--- src/rtl/timer_host_pkg.sv ---
// Shared encodings for the interval timer host and the timer peripheral:
// command ops, host FSM states and register address constants.
package timer_host_pkg;

  typedef enum logic [1:0] {
    OP_WRITE       = 2'b00,
    OP_READ_TIMER  = 2'b01,
    OP_READ_STATUS = 2'b10,
    OP_WAIT_IRQ    = 2'b11
  } op_e;

  typedef enum logic [2:0] {
    ST_IDLE,
    ST_BUS1,
    ST_BUS2,
    ST_GAP,
    ST_RESP
  } state_e;

  localparam logic [1:0] ADDR_TIMER  = 2'b00;
  localparam logic [1:0] ADDR_STATUS = 2'b01;
  localparam int         IRQ_BIT     = 7;

  // WRITE folds the prescale select into the low address bits
  function automatic logic [2:0] cmd_addr(input op_e op, input logic irq_en,
                                          input logic [1:0] div);
    case (op)
      OP_WRITE:      return {irq_en, div};
      OP_READ_TIMER: return {irq_en, ADDR_TIMER};
      default:       return {irq_en, ADDR_STATUS};
    endcase
  endfunction

endpackage

--- src/rtl/timer_host.sv ---
// Bus-side initiator for the interval timer: turns valid/ready commands into
// two-cycle register bus accesses and returns results on a response port.
//
// state   | meaning
// --------+------------------------------------------------------------
// IDLE    | cmd_ready high, waiting for a command
// BUS1    | first bus cycle, bus_enable/addr/we_n/wdata driven
// BUS2    | second bus cycle, read data sampled on the edge leaving it
// GAP     | WAIT_IRQ idle time between polls, bus_enable low
// RESP    | response held on rsp_* until rsp_ready
module timer_host
  import timer_host_pkg::*;
#(
  parameter int POLL_GAP      = 4,
  parameter int TIMEOUT_POLLS = 200
) (
  input  logic       clk,
  input  logic       rst,
  input  logic       cmd_valid,
  output logic       cmd_ready,
  input  logic [1:0] cmd_op,
  input  logic [1:0] cmd_div,
  input  logic       cmd_irq_en,
  input  logic [7:0] cmd_data,
  output logic       rsp_valid,
  input  logic       rsp_ready,
  output logic [7:0] rsp_data,
  output logic       rsp_err,
  output logic       bus_enable,
  output logic       bus_we_n,
  output logic [2:0] bus_addr,
  output logic [7:0] bus_wdata,
  input  logic [7:0] bus_rdata,
  input  logic       bus_oe,
  input  logic       irq_n
);

  localparam logic [7:0] GAP_LOAD    = 8'(POLL_GAP - 1);
  localparam logic [7:0] TIMEOUT_CNT = 8'(TIMEOUT_POLLS);

  state_e     state;
  op_e        op_q;
  logic [7:0] data_q;
  logic [7:0] poll_cnt;
  logic [7:0] gap_cnt;
  logic [7:0] poll_next;
  logic       irq_seen;
  op_e        cmd_op_e;

  assign cmd_op_e  = op_e'(cmd_op);
  assign cmd_ready = (state == ST_IDLE);
  assign poll_next = poll_cnt + 8'd1;
  // a status read with bus_oe low carries no IRQ information
  assign irq_seen  = (bus_oe && bus_rdata[IRQ_BIT]) || !irq_n;

  always_ff @(posedge clk or posedge rst) begin
    if (rst) begin
      state      <= ST_IDLE;
      op_q       <= OP_WRITE;
      data_q     <= 8'h00;
      poll_cnt   <= 8'h00;
      gap_cnt    <= 8'h00;
      rsp_valid  <= 1'b0;
      rsp_data   <= 8'h00;
      rsp_err    <= 1'b0;
      bus_enable <= 1'b0;
      bus_we_n   <= 1'b1;
      bus_addr   <= 3'b000;
      bus_wdata  <= 8'h00;
    end else begin
      case (state)
        ST_IDLE: begin
          if (cmd_valid) begin
            op_q       <= cmd_op_e;
            data_q     <= cmd_data;
            poll_cnt   <= 8'h00;
            bus_enable <= 1'b1;
            bus_we_n   <= (cmd_op_e != OP_WRITE);
            bus_addr   <= cmd_addr(cmd_op_e, cmd_irq_en, cmd_div);
            if (cmd_op_e == OP_WRITE) bus_wdata <= cmd_data;
            state      <= ST_BUS1;
          end
        end

        ST_BUS1: state <= ST_BUS2;

        ST_BUS2: begin
          bus_enable <= 1'b0;
          bus_we_n   <= 1'b1;
          case (op_q)
            OP_WRITE: begin
              rsp_data  <= data_q;
              rsp_err   <= 1'b0;
              rsp_valid <= 1'b1;
              state     <= ST_RESP;
            end
            OP_READ_TIMER, OP_READ_STATUS: begin
              rsp_data  <= bus_oe ? bus_rdata : 8'h00;
              rsp_err   <= !bus_oe;
              rsp_valid <= 1'b1;
              state     <= ST_RESP;
            end
            default: begin
              poll_cnt <= poll_next;
              if (irq_seen) begin
                rsp_data  <= poll_next;
                rsp_err   <= 1'b0;
                rsp_valid <= 1'b1;
                state     <= ST_RESP;
              end else if (poll_next == TIMEOUT_CNT) begin
                rsp_data  <= TIMEOUT_CNT;
                rsp_err   <= 1'b1;
                rsp_valid <= 1'b1;
                state     <= ST_RESP;
              end else begin
                gap_cnt <= GAP_LOAD;
                state   <= ST_GAP;
              end
            end
          endcase
        end

        ST_GAP: begin
          // address and read strobe were held; only re-enable the bus
          if (gap_cnt == 8'h00) begin
            bus_enable <= 1'b1;
            state      <= ST_BUS1;
          end else begin
            gap_cnt <= gap_cnt - 8'd1;
          end
        end

        ST_RESP: begin
          if (rsp_ready) begin
            rsp_valid <= 1'b0;
            state     <= ST_IDLE;
          end
        end

        default: state <= ST_IDLE;
      endcase
    end
  end

endmodule

--- config.mk ---
export PLATFORM = sky130hd
export DESIGN_NAME = timer_host
export DESIGN_NICKNAME = d
export VERILOG_FILES = /design/src/rtl/timer_host_pkg.sv /design/src/rtl/timer_host.sv
export SDC_FILE = /design/constraint.sdc
export NUM_CORES = 1
export LEC_CHECK = 0
export CELL_PAD_IN_SITES_DETAIL_PLACEMENT = 0
export CELL_PAD_IN_SITES_GLOBAL_PLACEMENT = 1
export CORE_MARGIN = 2
export CORE_UTILIZATION = 30
export CTS_BUF_LIST = sky130_fd_sc_hd__clkbuf_16
export CTS_CLUSTER_DIAMETER = 80
export DETAILED_ROUTE_END_ITERATION = 8
export GPL_TIMING_DRIVEN = 0
export PLACE_DENSITY = 0.63
export SYNTH_ARGS = -nofsm -noshare
export SYNTH_HDL_FRONTEND = slang
export SYNTH_SLANG_ARGS = --single-unit
--- constraint.sdc ---
create_clock -name clk -period 2.5 [get_ports clk]
set_clock_uncertainty 0.15 [all_clocks]
set_input_delay 0.75 -clock clk [delete_from_list [all_inputs] [get_ports clk]]
set_output_delay 0.75 -clock clk [all_outputs]
set_load 0.005 [all_outputs]
==> flow_summary.toml, run 1 <==
[run_status]
status = "finished, final reports clean"

[critical_path]
ff2ff_setup_slack_ps = 140
worst_setup_path_startpoint = "state[2]"
rr_worst_depth = 7
cp_data_required_time_ps = 1600
crit_path_end_kind = "output pin"
arrival_ps = 1550
crit_path_end = "cmd_ready"
critical_path.startpoint_type = "flop"
r2r_end = "rsp_data[0]"
r2r_start = "poll_cnt[3]"
crit_fanout = 10
worstSetupPathType = "flop to output pin"

[global_route]
overflow = 0
grt_pass1_vias = 2200
antenna_found_initial = 0
grt_pass1_wl_um = 11000
grt_usage_pct = 14.2
grt_max_degree = 28

[die]
boundaryPins = 51
die-area_mm2 = 0.00952
initial_utilization_pct = 30.6
fp.coreArea_mm2 = 0.00859
rows = 34
die_h_um = 97.6
die_w_um = 97.6

[timing]
drv_slew = 0
worstMarginPinSlew_ps = 803
timing.fmax_mhz = 409
min_period_ps = 2450
relSlewSlack_pct = 46.0
setup_viol = 0
worst_slack_ps = 53.2
setup_tns_ps = 0
grt_setup_unrepaired = "false"
finalHoldViolations = 0
final.period_utilization_pct = 97.9

[cells_and_area]
fin_area_mm2 = 0.00352
drive_gt1_share_pct = 13.8
layoutNonFillerInstCount = 435
area_delta_synth_final_pct = 34.2
fin_nets = 358
diodes = 0

[logic_synthesis]
synthTopCellsByArea = "dfrtp_1 (49%), nand2_1 (7.6%), mux2_2 (6.9%)"
synth_most_common_cell = "nand2_1"
avgSynthCellArea_um2 = 9.87
syn_area_mm2 = 0.00263
ys_top_cells_by_count = "nand2_1 (53), dfrtp_1 (51), o21ai_0 (23)"
synth-async-reset-ratio_pct = 100
seq_area_frac_synth_pct = 49.6
synth_top_area_cell = "dfrtp_1"
synth_warnings = 0
syn_nets = 298
synth_top_area_share_pct = 48.6
synth_edf_count = 0
syn_inst = 266
ys.flop_type = "dfrtp_1"
yosysUniqueCellTypes = 50
ys_seq_elements = 52

[pwr]
combPwrFrac_pct = 40.0
fin_total_pwr_mw = 3.99
irDropWorstVdd_mv = 0.458
p_int_mw = 2.70
power_density_mw_per_mm2 = 1130
p_seq_share_pct = 35.1
switchingPower_mw = 1.28
p_leak_nw = 1.52
p_clk_share_pct = 24.8
switching_share_pct = 32.2

[clock_tree]
cts_root_buffer = "clkbuf_16"
ctsHoldBuffers = 0
h-tree-depth = 2
path_clk_slew_ps = 70
insertion_delay_ps = 290
cts.path.max_buffers = 2
cts_inserted_buffers = 5
cts_tree = "yes"
clock_sinks = 52

[placement]
place_ws_ps = -210
dp_cells = 425
gp_congestion = 0.758
placed_cell_area_mm2 = 0.00328
hpwl_um = 4640
port_buffers = 50

[routing]
routedWlPerCell_um = 14.6
vias = 2097
remaining_drc_errors = 0
wl_um = 6360
dr.pass1.iters = 4
postRouteAntennaNets = 0
drt_iter0_markers = 93
viasPerCell = 4.82

[min_path]
hold_class = "flop to flop"
holdPathStages = 2

[flow_run]
max_cap_viol_count = 0
power by group through the flow:
stage / Sequential, mW / Clock, mW / Combinational (mW)
floorplan: 1.38 / 0 / 0.911
global placement: 1.41 / 0 / 1.58
detailed placement: 1.41 / 0 / 1.59
CTS: 1.41 / 1.01 / 1.61
global route: 1.46 / 1.04 / 1.79
finish: 1.40 / 0.990 / 1.60
final cells by class:
cell class	instances	area, um^2
clock buffers	5	125
flip-flops and latches	52	1300
fillers	888	5070
multi-input cells	194	1230
plain buffers	11	72.6
inverters	9	33.8
clock inverters	3	90.1
repair buffers	53	536
well taps	108	135
worst min path at each step:
stage | slack (ps) | to | startpoint
detailed placement | 320 | bus_addr[2] | bus_addr[2]
global route | 370 | data_q[5] | data_q[5]
floorplan | 300 | data_q[3] | data_q[3]
CTS | 340 | bus_addr[2] | bus_addr[2]
finish | 330 | data_q[3] | data_q[3]
global placement | 310 | rsp_valid | rsp_valid
sequential cells by signal (all words and copies together), names as in the netlist:
signal / flops
bus_addr: 3
rsp_data: 8
state: 3
data_q: 8
bus_wdata: 8
bus_we_n: 1
bus_enable: 1
rsp_err: 1
poll_cnt: 8
rsp_valid: 1
op_q: 2
gap_cnt: 8
what timing repair did:
item,4_1_cts,5_1_grt
endpoints found under the setup margin,1,7
setup buffers,0,2
resized for setup,1,2
hold endpoints to repair,0,0
per-stage QoR:
stage | hold WS, ps | util, %
4_1_cts | 338 | 40.8
5_1_grt | 366 | 41.0
2_1_floorplan | 296 | -
3_5_place_dp | 315 | 38.2
3_3_place_gp | 312 | 38.0
6_report | 335 | 41.0
per-layer routing:
metal  global-route usage (%)  wire length [um]  vias to the layer above
met4                     4.17                91                        0
li1                         -                 -                     1053
met5                        0                 0                        -
met2                     23.2              2990                       37
met1                     19.4              3060                     1000
met3                     2.66               221                        7
cells in the final DEF, fill, tap and decap left out, types with 2 or more instances in the layout:
cell / n
a221oi_1: 3
xor2_1: 3
mux2_2: 16
o21ai_0: 23
nor2_1: 18
clkbuf_1: 6
clkbuf_16: 5
bufinv_16: 3
o22ai_1: 4
o31ai_1: 3
nand3_1: 11
clkbuf_8: 2
nand2_1: 53
or3_1: 2
a21oi_1: 11
a22oi_1: 5
dfrtp_1: 51
and3_1: 2
inv_1: 8
xnor2_1: 2
a21o_1: 2
buf_4: 3
ha_1: 5
and2_1: 3
clkdlybuf4s50_1: 50
a22o_1: 2
a31o_2: 2
worst max-delay path, stage by stage (launching register included):
cell and delay (ps):
dfrtp_1 370, clkbuf_8 160, nor3_4 180, clkdlybuf4s50_1 540
cell families after synthesis:
family | count (synthesis) | synth area share [%]
AND/OR/NAND/NOR | 103 | 19.0
flip-flops | 52 | 49.6
adder cells (fa/ha/maj) | 5 | 2.38
multiplexers | 17 | 7.24
AO/OA/AOI/OAI | 64 | 16.1
XOR/XNOR | 5 | 1.67
buffers and inverters | 20 | 4.05
(Power assumes the default switching activity.)
==> run 2: changes to the inputs <==
--- a/config.mk
+++ b/config.mk
@@ -8,5 +8,4 @@
 export CELL_PAD_IN_SITES_DETAIL_PLACEMENT = 0
 export CELL_PAD_IN_SITES_GLOBAL_PLACEMENT = 1
-export CORE_MARGIN = 2
 export CORE_UTILIZATION = 30
 export CTS_BUF_LIST = sky130_fd_sc_hd__clkbuf_16
@@ -14,5 +13,5 @@
 export DETAILED_ROUTE_END_ITERATION = 8
 export GPL_TIMING_DRIVEN = 0
-export PLACE_DENSITY = 0.63
+export PLACE_DENSITY = 0.59
 export SYNTH_ARGS = -nofsm -noshare
 export SYNTH_HDL_FRONTEND = slang
==> constraint.sdc (replaced) <==
create_clock -name clk -period 2.5 [get_ports clk]
set_clock_uncertainty 0.15 [all_clocks]
set_input_delay 0.5 -clock clk [delete_from_list [all_inputs] [get_ports clk]]
set_output_delay 0.5 -clock clk [all_outputs]
set_load 0.005 [all_outputs]
==> flow_summary.toml, run 2 (synthesis gave the netlist of run 1 again) <==
[pwr]
p_leak_nw = 1.47
power_density_mw_per_mm2 = 1070
fin_total_pwr_mw = 3.67
irDropWorstVdd_mv = 0.360

[routing]
remaining_drc_errors = 0
routedWlPerCell_um = 14.8
viasPerCell = 4.84
top_layer_used = "met4"
wl_met2_um = 2760
vias = 2080
wl_met1_um = 3290
dr.pass1.iters = 4
wl_met3_um = 290
wl_um = 6380
drt_iter0_markers = 63
postRouteAntennaNets = 0

[cells_and_area]
final_common_cell = "nand2_1"
layoutNonFillerInstCount = 430
mostFrequentLayoutCells = "nand2_1 (53), dfrtp_1 (51), clkdlybuf4s50_1 (50)"
multi_input_area_mm2 = 0.00123
diodes = 0
final-seq-area_mm2 = 0.00130
fill_cells = 846
drive_gt1_share_pct = 13.2
post-route-util_pct = 41.2
area_delta_synth_final_pct = 30.8
fin_nets = 356

[clock_tree]
cts.path.max_buffers = 2
post_cts_buffers = 0
h-tree-depth = 2
cts_tree = "yes"
cts_inserted_buffers = 5
insertion_delay_ps = 290
path_clk_slew_ps = 70
clock_sinks = 52
cts_root_buffer = "clkbuf_16"

[min_path]
holdPathStages = 2
hold_class = "flop to flop"
min_to = "data_q[6]"
worstHoldStart = "data_q[6]"

[global_route]
antenna_found_initial = 0
grt_pass1_wl_um = 10600
grt_usage_pct = 15.5
grt_pass1_vias = 2016
overflow = 0
grt_max_degree = 31

[critical_path]
ff2ff_setup_slack_ps = 170
cp_data_required_time_ps = 2540
arrival_ps = 2370
crit_family = "compound AO/OA/AOI/OAI gates"
crit_slowest_cell = "or3b_2"
worstSetupPathType = "flop to flop"
crit_chain = "inv_1 > ha_1 > nor2b_1 > a31oi_1 > or3b_2 > a31o_2"
critical_path.startpoint_type = "flop"
r2r_end = "gap_cnt[5]"
rr_worst_depth = 6
worst_setup_path_startpoint = "gap_cnt[0]"
crit_fanout = 7
slowest_delay_ps = 510
cp_num_buf_inv = 1
r2r_start = "gap_cnt[0]"
crit_path_end_kind = "flop"

[timing]
drv_slew = 0
setup_viol = 0
whs_ps = 330
worstMarginPinSlew_ps = 587
relSlewSlack_pct = 60.7
min_period_ps = 2330
timing.fmax_mhz = 428
final.period_utilization_pct = 93.4
finalHoldViolations = 0
setup_tns_ps = 0
grt_setup_unrepaired = "false"

[die]
fp.coreArea_mm2 = 0.00834
die_w_um = 95.6
rows = 33
initial_utilization_pct = 31.5
die-area_mm2 = 0.00913
die_h_um = 95.6
boundaryPins = 51

[placement]
hpwl_um = 4790
port_buffers = 50
dp_cells = 422
gp_congestion = 0.765

[run_status]
status = "finished, final reports clean"

[flow_run]
max_cap_viol_count = 0
[run 2: changes by cell type in the layout (fill, tap and decap cells not counted), sizes merged]
cell / previous run / this run
clkinvlp: 0 / 1
inv: 9 / 10
bufinv: 3 / 0
buf: 6 / 4
clkinv: 0 / 1
[run 2: where the power goes]
group          internal [mW]  switching, mW
sequential              1.18          0.226
clock                  0.370          0.317
combinational          0.844          0.739
total                   2.39           1.28
[run 2: worst max-delay path by stage]
stage	endpoint	slack, ps	cells after the start
after floorplan	gap_cnt[5]	410	6
after global placement	poll_cnt[6]	-600	2
after detailed placement	bus_wdata[7]	70	5
after CTS	poll_cnt[2]	160	6
after global routing	gap_cnt[5]	50	6
final	gap_cnt[5]	170	6
[run 2: timing repair]
action,4_1_cts,5_1_grt
hold buffers,0,0
setup endpoints to repair,0,6
gates resized for setup,0,2
[run 2: worst min-delay path, stage by stage, from the launching register on]
cell and delay (ps):
dfrtp_1 350, nand2_1 50, nand2_1 50
[run 2: area by class of cell]
type | instances | area share, %
sequential | 52 | 37.9
multi-input combinational | 194 | 35.8
timing repair buffer | 51 | 15.2
tap | 105 | 3.83
clock buffer | 5 | 3.64
buffer | 11 | 2.11
inverter | 9 | 0.984
clock inverter | 3 | 0.583
[run 2: layer usage]
metal / up-vias / global-route usage [%]
li1: 1049 / -
met1: 987 / 23.0
met2: 40 / 22.0
met3: 4 / 4.55
met4: 0 / 3.36
met5: - / 0
[run 2: per-stage QoR]
step	worst slack, ps	cell area (um^2)
3_3_place_gp	-597	3260
6_report	165	3430
5_1_grt	49.9	3430
2_1_floorplan	411	2630
4_1_cts	157	3420
3_5_place_dp	69.6	3280
==> run 3: changes to the inputs <==
--- a/config.mk
+++ b/config.mk
@@ -13,5 +13,6 @@
 export DETAILED_ROUTE_END_ITERATION = 8
 export GPL_TIMING_DRIVEN = 0
-export PLACE_DENSITY = 0.59
+export MAX_ROUTING_LAYER = met4
+export PLACE_DENSITY_LB_ADDON = 0.1
 export SYNTH_ARGS = -nofsm -noshare
 export SYNTH_HDL_FRONTEND = slang
==> constraint.sdc (replaced) <==
create_clock -name clk -period 2.5 [get_ports clk]
set_clock_uncertainty 0.15 [all_clocks]
set_input_delay 0.375 -clock clk [delete_from_list [all_inputs] [get_ports clk]]
set_output_delay 0.375 -clock clk [all_outputs]
set_load 0.005 [all_outputs]
==> flow_summary.toml, run 3 (synthesis gave the netlist of run 1 again) <==
[clock_tree]
clock_sinks = 52
path_clk_slew_ps = 70
cts_tree = "yes"
cts_root_buffer = "clkbuf_16"
insertion_delay_ps = 290
cts_inserted_buffers = 5
h-tree-depth = 2
cts.path.max_buffers = 2

[timing]
final.period_utilization_pct = 91.5
grt_setup_unrepaired = "false"
relSlewSlack_pct = 43.8
setup_viol = 0
drv_slew = 0
min_period_ps = 2290
finalHoldViolations = 0
timing.fmax_mhz = 437
worstMarginPinSlew_ps = 835
worst_slack_ps = 212

[die]
boundaryPins = 51
die_h_um = 95.6
initial_utilization_pct = 31.5
fp.coreArea_mm2 = 0.00834
die-area_mm2 = 0.00913
rows = 33
die_w_um = 95.6

[routing]
viasPerCell = 4.89
drt_iter0_markers = 56
routedWlPerCell_um = 14.7
remaining_drc_errors = 0
dr.pass1.iters = 4
wl_um = 6310
postRouteAntennaNets = 0
vias = 2104

[global_route]
grt_max_degree = 32
grt_pass1_wl_um = 10900
grt_pass1_vias = 2118
antenna_found_initial = 0
grt_usage_pct = 16.3
overflow = 0

[placement]
gp_congestion = 0.756
dp_cells = 422
place_ws_ps = 162
hpwl_um = 4720
port_buffers = 50

[cells_and_area]
fill_cells = 849
diodes = 0
final_common_cell = "nand2_1"
final-seq-area_mm2 = 0.00130
fin_nets = 356
multi_input_area_mm2 = 0.00123
mostFrequentLayoutCells = "nand2_1 (53), dfrtp_1 (51), clkdlybuf4s50_1 (50)"
area_delta_synth_final_pct = 30.8
drive_gt1_share_pct = 13.5
layoutNonFillerInstCount = 430

[pwr]
fin_total_pwr_mw = 3.67
irDropWorstVdd_mv = 0.473
p_leak_nw = 1.47
power_density_mw_per_mm2 = 1070

[critical_path]
arrival_ps = 2310
cp_data_required_time_ps = 2520
crit_fanout = 10
rr_worst_depth = 6
crit_path_end_kind = "flop"
worstSetupPathType = "flop to flop"
critical_path.startpoint_type = "flop"

[min_path]
hold_class = "input pin to asynchronous set/reset pin"

[run_status]
status = "finished, final reports clean"

[flow_run]
max_cap_viol_count = 0
-- run 3: changes by cell type in the layout (fill, tap and decap cells not counted) --
cell      change
a31oi_1       -1
a31oi_2       +1
clkinv_2      +1
clkinv_4      -1
inv_1         -1
inv_6         +1
nor4_1        +1
nor4_2        -1
-- run 3: area by class of cell --
| class | count | area share, % |
|---|---|---|
| Clock inverter | 3 | 0.619 |
| Inverter | 9 | 0.983 |
| Multi-Input combinational cell | 194 | 35.8 |
| Clock buffer | 5 | 3.64 |
| Timing Repair Buffer | 51 | 15.1 |
| Sequential cell | 52 | 37.9 |
| Tap cell | 105 | 3.82 |
| Buffer | 11 | 2.11 |
-- run 3: metrics by stage --
stage	setup TNS, ps	cell area, um^2	util, %	hold slack (ps)
4_1_cts	0	3420	41.1	314
6_report	0	3440	41.2	291
3_5_place_dp	0	3280	39.3	318
5_1_grt	0	3440	41.2	351
2_1_floorplan	0	2630	-	296
3_3_place_gp	-24650	3260	39.1	309
-- run 3: critical path: stages, from the launching register on --
cell,delay (ps)
dfrtp_1,380
buf_6,140
or3b_1,360
mux2i_1,260
a41oi_4,260
nor2_8,260
mux2_2,350
-- run 3: worst paths after layout --
| kind | start | endpoint | slack (ps) |
|---|---|---|---|
| worst min-delay path | rst | bus_addr[0] | 290 |
| min in group clk | data_q[3] | data_q[3] | 330 |
| worst min register to register | data_q[3] | data_q[3] | 330 |
| worst max register to register | poll_cnt[3] | rsp_data[4] | 210 |
| worst max-delay path | poll_cnt[3] | rsp_data[4] | 210 |
| max in group asynchronous | rst | bus_we_n | 1300 |
-- run 3: timing repair --
item,CTS,global route
hold buffers,0,0
endpoints found under the setup margin,0,4
resized for setup,0,2
setup buffers,0,0
-- run 3: power by group --
group	leakage [nW]	internal [mW]	switching [mW]
registers	0.656	1.18	0.221
clock network	0.0702	0.373	0.317
logic	0.744	0.839	0.747
total	1.47	2.39	1.29
-- run 3: metal layers --
layer  GRT usage [%]  vias up  wire, um
met1            23.3     1003      3210
met4            4.35        0        68
met3            3.11        7       248
met2            23.7       41      2790
met5               -        -         0
li1                -     1053         -
